[src/rtl/mem_arb_pkg.sv]
// Shared types and default widths for the memory-port arbiter.
package mem_arb_pkg;

  localparam int ARB_ADDR_W     = 32;
  localparam int ARB_DATA_W     = 32;
  localparam int ARB_LS_MAX_WIN = 4;

  typedef enum logic [1:0] {ARB_IDLE, ARB_REQ, ARB_RSP} arb_state_e;
  typedef enum logic       {OWN_IF, OWN_LS}             arb_owner_e;

endpackage

[src/rtl/mem_arb_prio.sv]
// Grant decision between IF and LS with an LS win counter that bounds IF starvation.
module mem_arb_prio
  import mem_arb_pkg::*;
#(
  parameter int LS_MAX_WIN = ARB_LS_MAX_WIN
) (
  input  logic clk,
  input  logic rst,
  input  logic if_valid,
  input  logic ls_valid,
  input  logic fire,
  output logic grant_if,
  output logic grant_ls
);

  localparam int CNT_W = $clog2(LS_MAX_WIN + 1);

  logic [CNT_W-1:0] win_cnt_q, win_cnt_d;
  logic             at_limit;

  // Grant: LS preferred on contention until it has won LS_MAX_WIN times in a row.
  always_comb begin
    at_limit = (win_cnt_q == CNT_W'(LS_MAX_WIN));
    grant_if = if_valid & (~ls_valid | at_limit);
    grant_ls = ls_valid & ~grant_if;
  end

  // Counter: counts LS wins taken while IF was waiting; anything else clears it.
  always_comb begin
    win_cnt_d = win_cnt_q;
    if (fire) begin
      if (grant_ls & if_valid) win_cnt_d = at_limit ? win_cnt_q : win_cnt_q + CNT_W'(1);
      else                     win_cnt_d = '0;
    end
  end

  // Counter register.
  always_ff @(posedge clk) begin
    if (rst) win_cnt_q <= '0;
    else     win_cnt_q <= win_cnt_d;
  end

endmodule

[src/rtl/mem_arbiter.sv]
// Shares one memory port between fetch (IF, read-only) and load/store (LS).
// One transaction in flight; the response is steered back to the grant owner.
module mem_arbiter
  import mem_arb_pkg::*;
#(
  parameter int ADDR_W     = ARB_ADDR_W,
  parameter int DATA_W     = ARB_DATA_W,
  parameter int LS_MAX_WIN = ARB_LS_MAX_WIN
) (
  input  logic                clk,
  input  logic                rst,
  input  logic                if_req_valid,
  output logic                if_req_ready,
  input  logic [ADDR_W-1:0]   if_req_addr,
  output logic                if_rsp_valid,
  input  logic                if_rsp_ready,
  output logic [DATA_W-1:0]   if_rsp_rdata,
  output logic                if_rsp_err,
  input  logic                ls_req_valid,
  output logic                ls_req_ready,
  input  logic [ADDR_W-1:0]   ls_req_addr,
  input  logic                ls_req_we,
  input  logic [DATA_W-1:0]   ls_req_wdata,
  input  logic [DATA_W/8-1:0] ls_req_wstrb,
  output logic                ls_rsp_valid,
  input  logic                ls_rsp_ready,
  output logic [DATA_W-1:0]   ls_rsp_rdata,
  output logic                ls_rsp_err,
  output logic                mem_req_valid,
  input  logic                mem_req_ready,
  output logic [ADDR_W-1:0]   mem_req_addr,
  output logic                mem_req_we,
  output logic [DATA_W-1:0]   mem_req_wdata,
  output logic [DATA_W/8-1:0] mem_req_wstrb,
  input  logic                mem_rsp_valid,
  output logic                mem_rsp_ready,
  input  logic [DATA_W-1:0]   mem_rsp_rdata,
  input  logic                mem_rsp_err
);

  localparam int STRB_W = DATA_W / 8;

  arb_state_e        state_q, state_d;
  arb_owner_e        owner_q, owner_d;
  logic [ADDR_W-1:0] addr_q, addr_d;
  logic              we_q, we_d;
  logic [DATA_W-1:0] wdata_q, wdata_d;
  logic [STRB_W-1:0] wstrb_q, wstrb_d;

  logic idle, in_req, in_rsp, own_if, own_ls;
  logic grant_if, grant_ls, fire, rsp_fire;

  // rst masks every handshake output, whatever state the register still holds.
  assign idle   = ~rst & (state_q == ARB_IDLE);
  assign in_req = ~rst & (state_q == ARB_REQ);
  assign in_rsp = ~rst & (state_q == ARB_RSP);
  assign own_if = in_rsp & (owner_q == OWN_IF);
  assign own_ls = in_rsp & (owner_q == OWN_LS);

  mem_arb_prio #(.LS_MAX_WIN(LS_MAX_WIN)) u_prio (
    .clk      (clk),
    .rst      (rst),
    .if_valid (if_req_valid & idle),
    .ls_valid (ls_req_valid & idle),
    .fire     (fire),
    .grant_if (grant_if),
    .grant_ls (grant_ls)
  );

  assign if_req_ready = grant_if;
  assign ls_req_ready = grant_ls;
  assign fire         = grant_if | grant_ls;

  assign mem_req_valid = in_req;
  assign mem_req_addr  = addr_q;
  assign mem_req_we    = we_q;
  assign mem_req_wdata = wdata_q;
  assign mem_req_wstrb = wstrb_q;

  assign if_rsp_valid  = own_if & mem_rsp_valid;
  assign if_rsp_rdata  = own_if ? mem_rsp_rdata : '0;
  assign if_rsp_err    = own_if & mem_rsp_err;
  assign ls_rsp_valid  = own_ls & mem_rsp_valid;
  assign ls_rsp_rdata  = own_ls ? mem_rsp_rdata : '0;
  assign ls_rsp_err    = own_ls & mem_rsp_err;
  assign mem_rsp_ready = (own_if & if_rsp_ready) | (own_ls & ls_rsp_ready);
  assign rsp_fire      = mem_rsp_valid & mem_rsp_ready;

  // Next state and request capture; fields only change on a granted handshake.
  always_comb begin
    state_d = state_q;
    owner_d = owner_q;
    addr_d  = addr_q;
    we_d    = we_q;
    wdata_d = wdata_q;
    wstrb_d = wstrb_q;
    case (state_q)
      ARB_IDLE: begin
        if (fire) begin
          state_d = ARB_REQ;
          if (grant_if) begin
            owner_d = OWN_IF;
            addr_d  = if_req_addr;
            we_d    = 1'b0;
            wdata_d = '0;
            wstrb_d = '0;
          end else begin
            owner_d = OWN_LS;
            addr_d  = ls_req_addr;
            we_d    = ls_req_we;
            wdata_d = ls_req_wdata;
            wstrb_d = ls_req_wstrb;
          end
        end
      end
      ARB_REQ: if (mem_req_ready) state_d = ARB_RSP;
      ARB_RSP: if (rsp_fire)      state_d = ARB_IDLE;
      default:                    state_d = ARB_IDLE;
    endcase
  end

  // State, owner and request registers; reset drops any in-flight transaction.
  always_ff @(posedge clk) begin
    if (rst) begin
      state_q <= ARB_IDLE;
      owner_q <= OWN_IF;
      addr_q  <= '0;
      we_q    <= 1'b0;
      wdata_q <= '0;
      wstrb_q <= '0;
    end else begin
      state_q <= state_d;
      owner_q <= owner_d;
      addr_q  <= addr_d;
      we_q    <= we_d;
      wdata_q <= wdata_d;
      wstrb_q <= wstrb_d;
    end
  end

endmodule
[config.mk]
export PLATFORM = sky130hd
export DESIGN_NAME = mem_arbiter
export DESIGN_NICKNAME = d
export VERILOG_FILES = /design/src/rtl/mem_arb_pkg.sv /design/src/rtl/mem_arb_prio.sv /design/src/rtl/mem_arbiter.sv
export SDC_FILE = /design/constraint.sdc
export NUM_CORES = 1
export LEC_CHECK = 0
export BUFFER_PORTS_ARGS = -buffer_cell sky130_fd_sc_hd__clkbuf_2
export CAP_MARGIN = 15
export CORE_AREA = 2 2 109 111
export CTS_CLUSTER_DIAMETER = 60
export DETAILED_ROUTE_END_ITERATION = 7
export DIE_AREA = 0 0 111 113
export PLACE_DENSITY = 0.7
export SYNTH_ARGS = -nofsm -noshare
export SYNTH_HDL_FRONTEND = slang
export SYNTH_SLANG_ARGS = --single-unit
[constraint.sdc]
create_clock -name clk -period 2.03 [get_ports clk]
set_input_delay 0 -clock clk [delete_from_list [all_inputs] [get_ports clk]]
set_output_delay 0 -clock clk [all_outputs]
set_load 0.005 [all_outputs]
After elaboration in Yosys (flattened, before gate mapping)
Cells that the tools add are included.
- logic and storage cells: 56
- output and inout port bits: 141
- bits of input ports: 142
- register bits after elaboration: 75
- bitwise logic cells: 24
- equal/unequal tests: 7
- reduce and logical (&&, ||, !) cells: 4
- mux-type cells: 13
- $add $sub $neg: 1
- operator list (operator ; number):
    $mux 32 ; 4
    $and 1x1->1 ; 17
    $ne 2x2->1 const B ; 4
    $mux 2 ; 3
    $mux 3 ; 2
    $pmux 2 s3 ; 1
    $mux 4 ; 1
    $not 1->1 ; 4
    $reduce_and 2->1 ; 2
    $add 3x1->3 const B ; 1
    $eq 3x3->1 const B ; 1
    $or 1x1->1 ; 3
    $reduce_and 3->1 ; 1
    $eq 2x1->1 const B ; 1
    $eq 2x2->1 const B ; 1
    $logic_not 2->1 ; 1
    $mux 1 ; 2

Longest topological paths before layout
- depth after elaboration: 11
- mapped depth: 7
- gate-level depth less buffers: 5

Hierarchy
A second synthesis with hierarchy kept.
- cell total of the unflattened synthesis: 433
- area, all modules: 3857.4 sq um
- by module, submodules not included (module ; times used ; area each (sq um) ; sequential area each (sq um) ; cells an instance):
    mem_arbiter ; 1 ; 3687.3 ; 1441.4 ; 415
    mem_arb_prio ; 1 ; 170.2 ; 60.1 ; 18

Worst setup path after synthesis
No wires, ideal clock.
- kind: reg-to-reg
- start point: register u_prio.win_cnt_q[0]
- end point: register addr_q[10] (netlist: mem_req_addr[10])
- path slack: 428 ps
- buffers on the path: 1
- cell stages (with the launch flop): 7
- setup time: 103 ps
- arrival: 1498 ps
- data required time: 1927 ps
- period minus slack after synthesis: 1602 ps
- path through: dfxtp_1 > inv_1 > ha_1 > a21boi_4 > buf_2 > nor3_2 > a2111oi_2
- word-level cells in the longest chain between the ends: 7
- elaborated cells on any way between the ends: 8
- those cells by class: eq/ne (1); mux (1); bitwise (5); reduce/logical (1)
- ends and longest elaborated chain (item ; RTL line ; RTL):
    start, declared ; mem_arb_prio.sv:18 ; logic [CNT_W-1:0] win_cnt_q, win_cnt_d;
    start signal, assigned ; mem_arb_prio.sv:40 ; else win_cnt_q <= win_cnt_d;
    $eq 3x3->1 (*) ; mem_arb_prio.sv:23 ; at_limit = (win_cnt_q == CNT_W'(LS_MAX_WIN));
    $or 1x1->1 (*) ; mem_arb_prio.sv:24 ; grant_if = if_valid & (~ls_valid | at_limit);
    $and 1x1->1 (*) ; mem_arb_prio.sv:24 ;
    $not 1->1 ; mem_arb_prio.sv:25 ; grant_ls = ls_valid & ~grant_if;
    $and 1x1->1 ; mem_arb_prio.sv:25 ;
    $or 1x1->1 ; mem_arbiter.sv:72 ; assign fire = grant_if | grant_ls;
    $reduce_and 2->1 (no source line) ; - ;
    end signal, assigned ; mem_arbiter.sv:134 ; addr_q <= addr_d;
    end, declared ; mem_arbiter.sv:45 ; logic [ADDR_W-1:0] addr_q, addr_d;
Every way passes the cells marked *; elsewhere a longest branch is shown, timed or not.
A chain may end at the register's enable or synchronous reset.

Worst setup path in the final report
- start point: register state_q[0]
- end point: output if_req_ready
- word-level cells in the longest chain between the ends: 6
- elaborated cells on any way between the ends: 7
- those cells by class: bitwise (6); reduce/logical (1)
- ends and longest elaborated chain (item ; RTL line ; RTL):
    start, declared ; mem_arbiter.sv:43 ; arb_state_e state_q, state_d;
    start signal, assigned ; mem_arbiter.sv:132 ; state_q <= state_d;
    $logic_not 2->1 (*) ; mem_arbiter.sv:54 ; assign idle = ~rst & (state_q == ARB_IDLE);
    $and 1x1->1 (*) ; mem_arbiter.sv:54 ;
    $and 1x1->1 ; mem_arbiter.sv:64 ; .ls_valid (ls_req_valid & idle),
    $not 1->1 ; mem_arb_prio.sv:24 ;
    $or 1x1->1 ; mem_arb_prio.sv:24 ;
    $and 1x1->1 (*) ; mem_arb_prio.sv:24 ;
    end, declared ; mem_arbiter.sv:13 ; output logic if_req_ready,
Marked as above.

==> impl_metrics.ini <==
[sta]
max_clock_freq_ghz = 0.529
fin_worst_skew_ns = 0.0101
slew_headroom = 0.346
fin_hold_ws_ns = 0.0333
min_period_ns = 1.89
timing_hold_violations_final = 0
tns_ns = 0
finalSetupViolCount = 0
setup_slack_ns = 0.138
rsz0062_at_grt = false
final_max_slew_viol_count = 0
finalCritPeriodShare = 0.932
tightest_slew_ns = 0.979

[clock_tree]
cts-buffers-inserted = 9
cts_setup_buffers = 0
clk_path_buf_depth = 2
h-tree-depth = 3
clkSinkCount = 75
cts_tree = done
cts-root-buf = clkbuf_16
insertion_delay_ns = 0.34
cts.clk_slew.worst_paths_ns = 0.06

[pwr]
p_total_mw = 4.18
ir_drop_mv = 0.364
p_leak_nw = 3.10
power.density_mw_per_mm2 = 666

[die]
dieArea_sq_mm = 0.0125
die_h_microns = 113
start_util = 0.341
pin_count = 283
core_area_sq_mm = 0.0113
row_count = 39
die_x_microns = 111

[cells_and_area]
area_growth_pct = 63.1
antennaDiodeCount = 0
fill_cells = 979
seq_area_sq_mm = 0.00150
nNetsFinal = 867
finalInstanceArea_sq_mm = 0.00627
multi_input_area_sq_mm = 0.00197
drive_gt1_frac = 0.515

[route]
first_iter_violations = 216
ant_nets = 0
drt-wirelength-per-cell_microns = 16.1
viasPerCell = 4.98
first_pass_iters = 6
drc_errors = 0
dr_total_vias = 4334
finalWirelength_mm = 14.0

[yosys]
synth_cell_types = 34
syn_inst = 389
ys_ff_latch = 75
syn_nets = 533
synth_area_leaders = dfxtp_1 (39%), a2111oi_2 (12%), and2_1 (11%)
synth.avg_cell_area_sq_um = 9.89
yosys-top-cells-count = dfxtp_1 (75), and2_1 (66), a22o_1 (37)
synth_ff_type = dfxtp_1
synth_area_sq_mm = 0.00385
async_flop_share = 0
synth_seq_area_share = 0.390
synth_edf_count = 0
synth.top_cell.area_share = 0.390
yosys_warnings = 0
post-synth-top-count-cell = dfxtp_1
synth.largest_area_cell = dfxtp_1

[critical_path]
worstPathArrival_ns = 1.89
critPathLaunchType = flip-flop
critPathKind = reg -> out
crit_fanout = 34
cp_data_required_time_ns = 2.03
critPathTopFamily = simple AND/OR/NAND/NOR gates
crit_chain = or4b_4 -> nor2_1 -> clkbuf_2
cp_slowest_cell = or4b_4
cp.buffers_inverters = 1
slowest_delay_ns = 0.82
endpoint_kind = primary output

[global_routing]
grtUsageTotal = 0.215
antenna_found_initial = 0
grt_start_max_net_pins = 38
grt_overflow = 0
grt_pass1_wl_mm = 22.0
grt_pass1_vias = 4497

[placed_design]
place_ws_ns = 0.243
place_congestion = 0.938
io_buffers = 282
placed_area_sq_mm = 0.00528
hpwl_mm = 9.72

[worst_hold_path]
hp-class = in -> reg

[flow_run]
cap_violations = 0

[outcome]
status = finished clean
## state kept, by name (all words and copies together), names as in the netlist
name,count
mem_req_wstrb,4
state_q,2
mem_req_addr,32
mem_req_we,1
u_prio.win_cnt_q,3
owner_q,1
mem_req_wdata,32
## layout by cell type (no fill, tap or decap), types with 2 or more instances in the layout
cell / instances
nor2_2: 3
and2_1: 66
clkbuf_2: 282
nor3_2: 29
ha_1: 2
dlygate4sd3_1: 70
nand4_1: 4
dfxtp_1: 74
nor2b_1: 2
clkinv_2: 2
nor3_1: 6
a22o_1: 37
buf_4: 7
o21ai_0: 4
a21oi_1: 35
a2111oi_2: 32
nor2_1: 6
inv_1: 36
clkbuf_16: 9
## power breakdown
group	switching, mW	total, mW	internal [mW]
clock network	0.639	1.59	0.954
logic	0.435	0.890	0.455
registers	0.0917	1.70	1.61
total	1.17	4.18	3.02
## what timing repair did
item,4_1_cts,5_1_grt
hold buffers,70,0
resized for setup,0,2
setup endpoints to repair,0,64
hold endpoints to repair,71,0
## layer usage
metal | track usage | vias to the layer above | part of all wire
met3 | 0.0407 | 38 | 0.063
met4 | 0.104 | 0 | 0.035
met2 | 0.409 | 222 | 0.54
met5 | 0 | - | 0
li1 | - | 2048 | -
met1 | 0.230 | 2026 | 0.37
## logic make-up after synthesis
kind of cell / count (synthesis) / share of synthesized area
adder cells (fa/ha/maj): 2 / 0.00650
AO/OA/AOI/OAI: 113 / 0.275
flip-flops: 75 / 0.390
AND/OR/NAND/NOR: 124 / 0.227
multiplexers: 1 / 0.00260
buffers and inverters: 74 / 0.0985
## final timing paths
check | startpoint | to | slack [ns] | cells after the start
max | state_q[0] | if_req_ready | 0.14 | 3
min | rst | state_q[1] | 0.03 | 2
max reg2reg | u_prio.win_cnt_q[0] | mem_req_addr[26] | 0.25 | 6
min reg2reg | mem_req_wdata[31] | mem_req_wdata[31] | 0.47 | 1
## through the flow
step / util / cells
after floorplan: - / 389
after global placement: 0.468 / 785
after detailed placement: 0.468 / 785
after CTS: 0.556 / 871
after global routing: 0.557 / 871
final: 0.557 / 871
## cell type report
class	instances	area share
Sequential cell	75	0.239
Clock inverter	6	0.0104
Inverter	36	0.0215
Clock buffer	10	0.0365
Multi-Input combinational cell	240	0.314
Tap cell	143	0.0285
Timing Repair Buffer	361	0.350
Power figures use the tool's default switching activity.
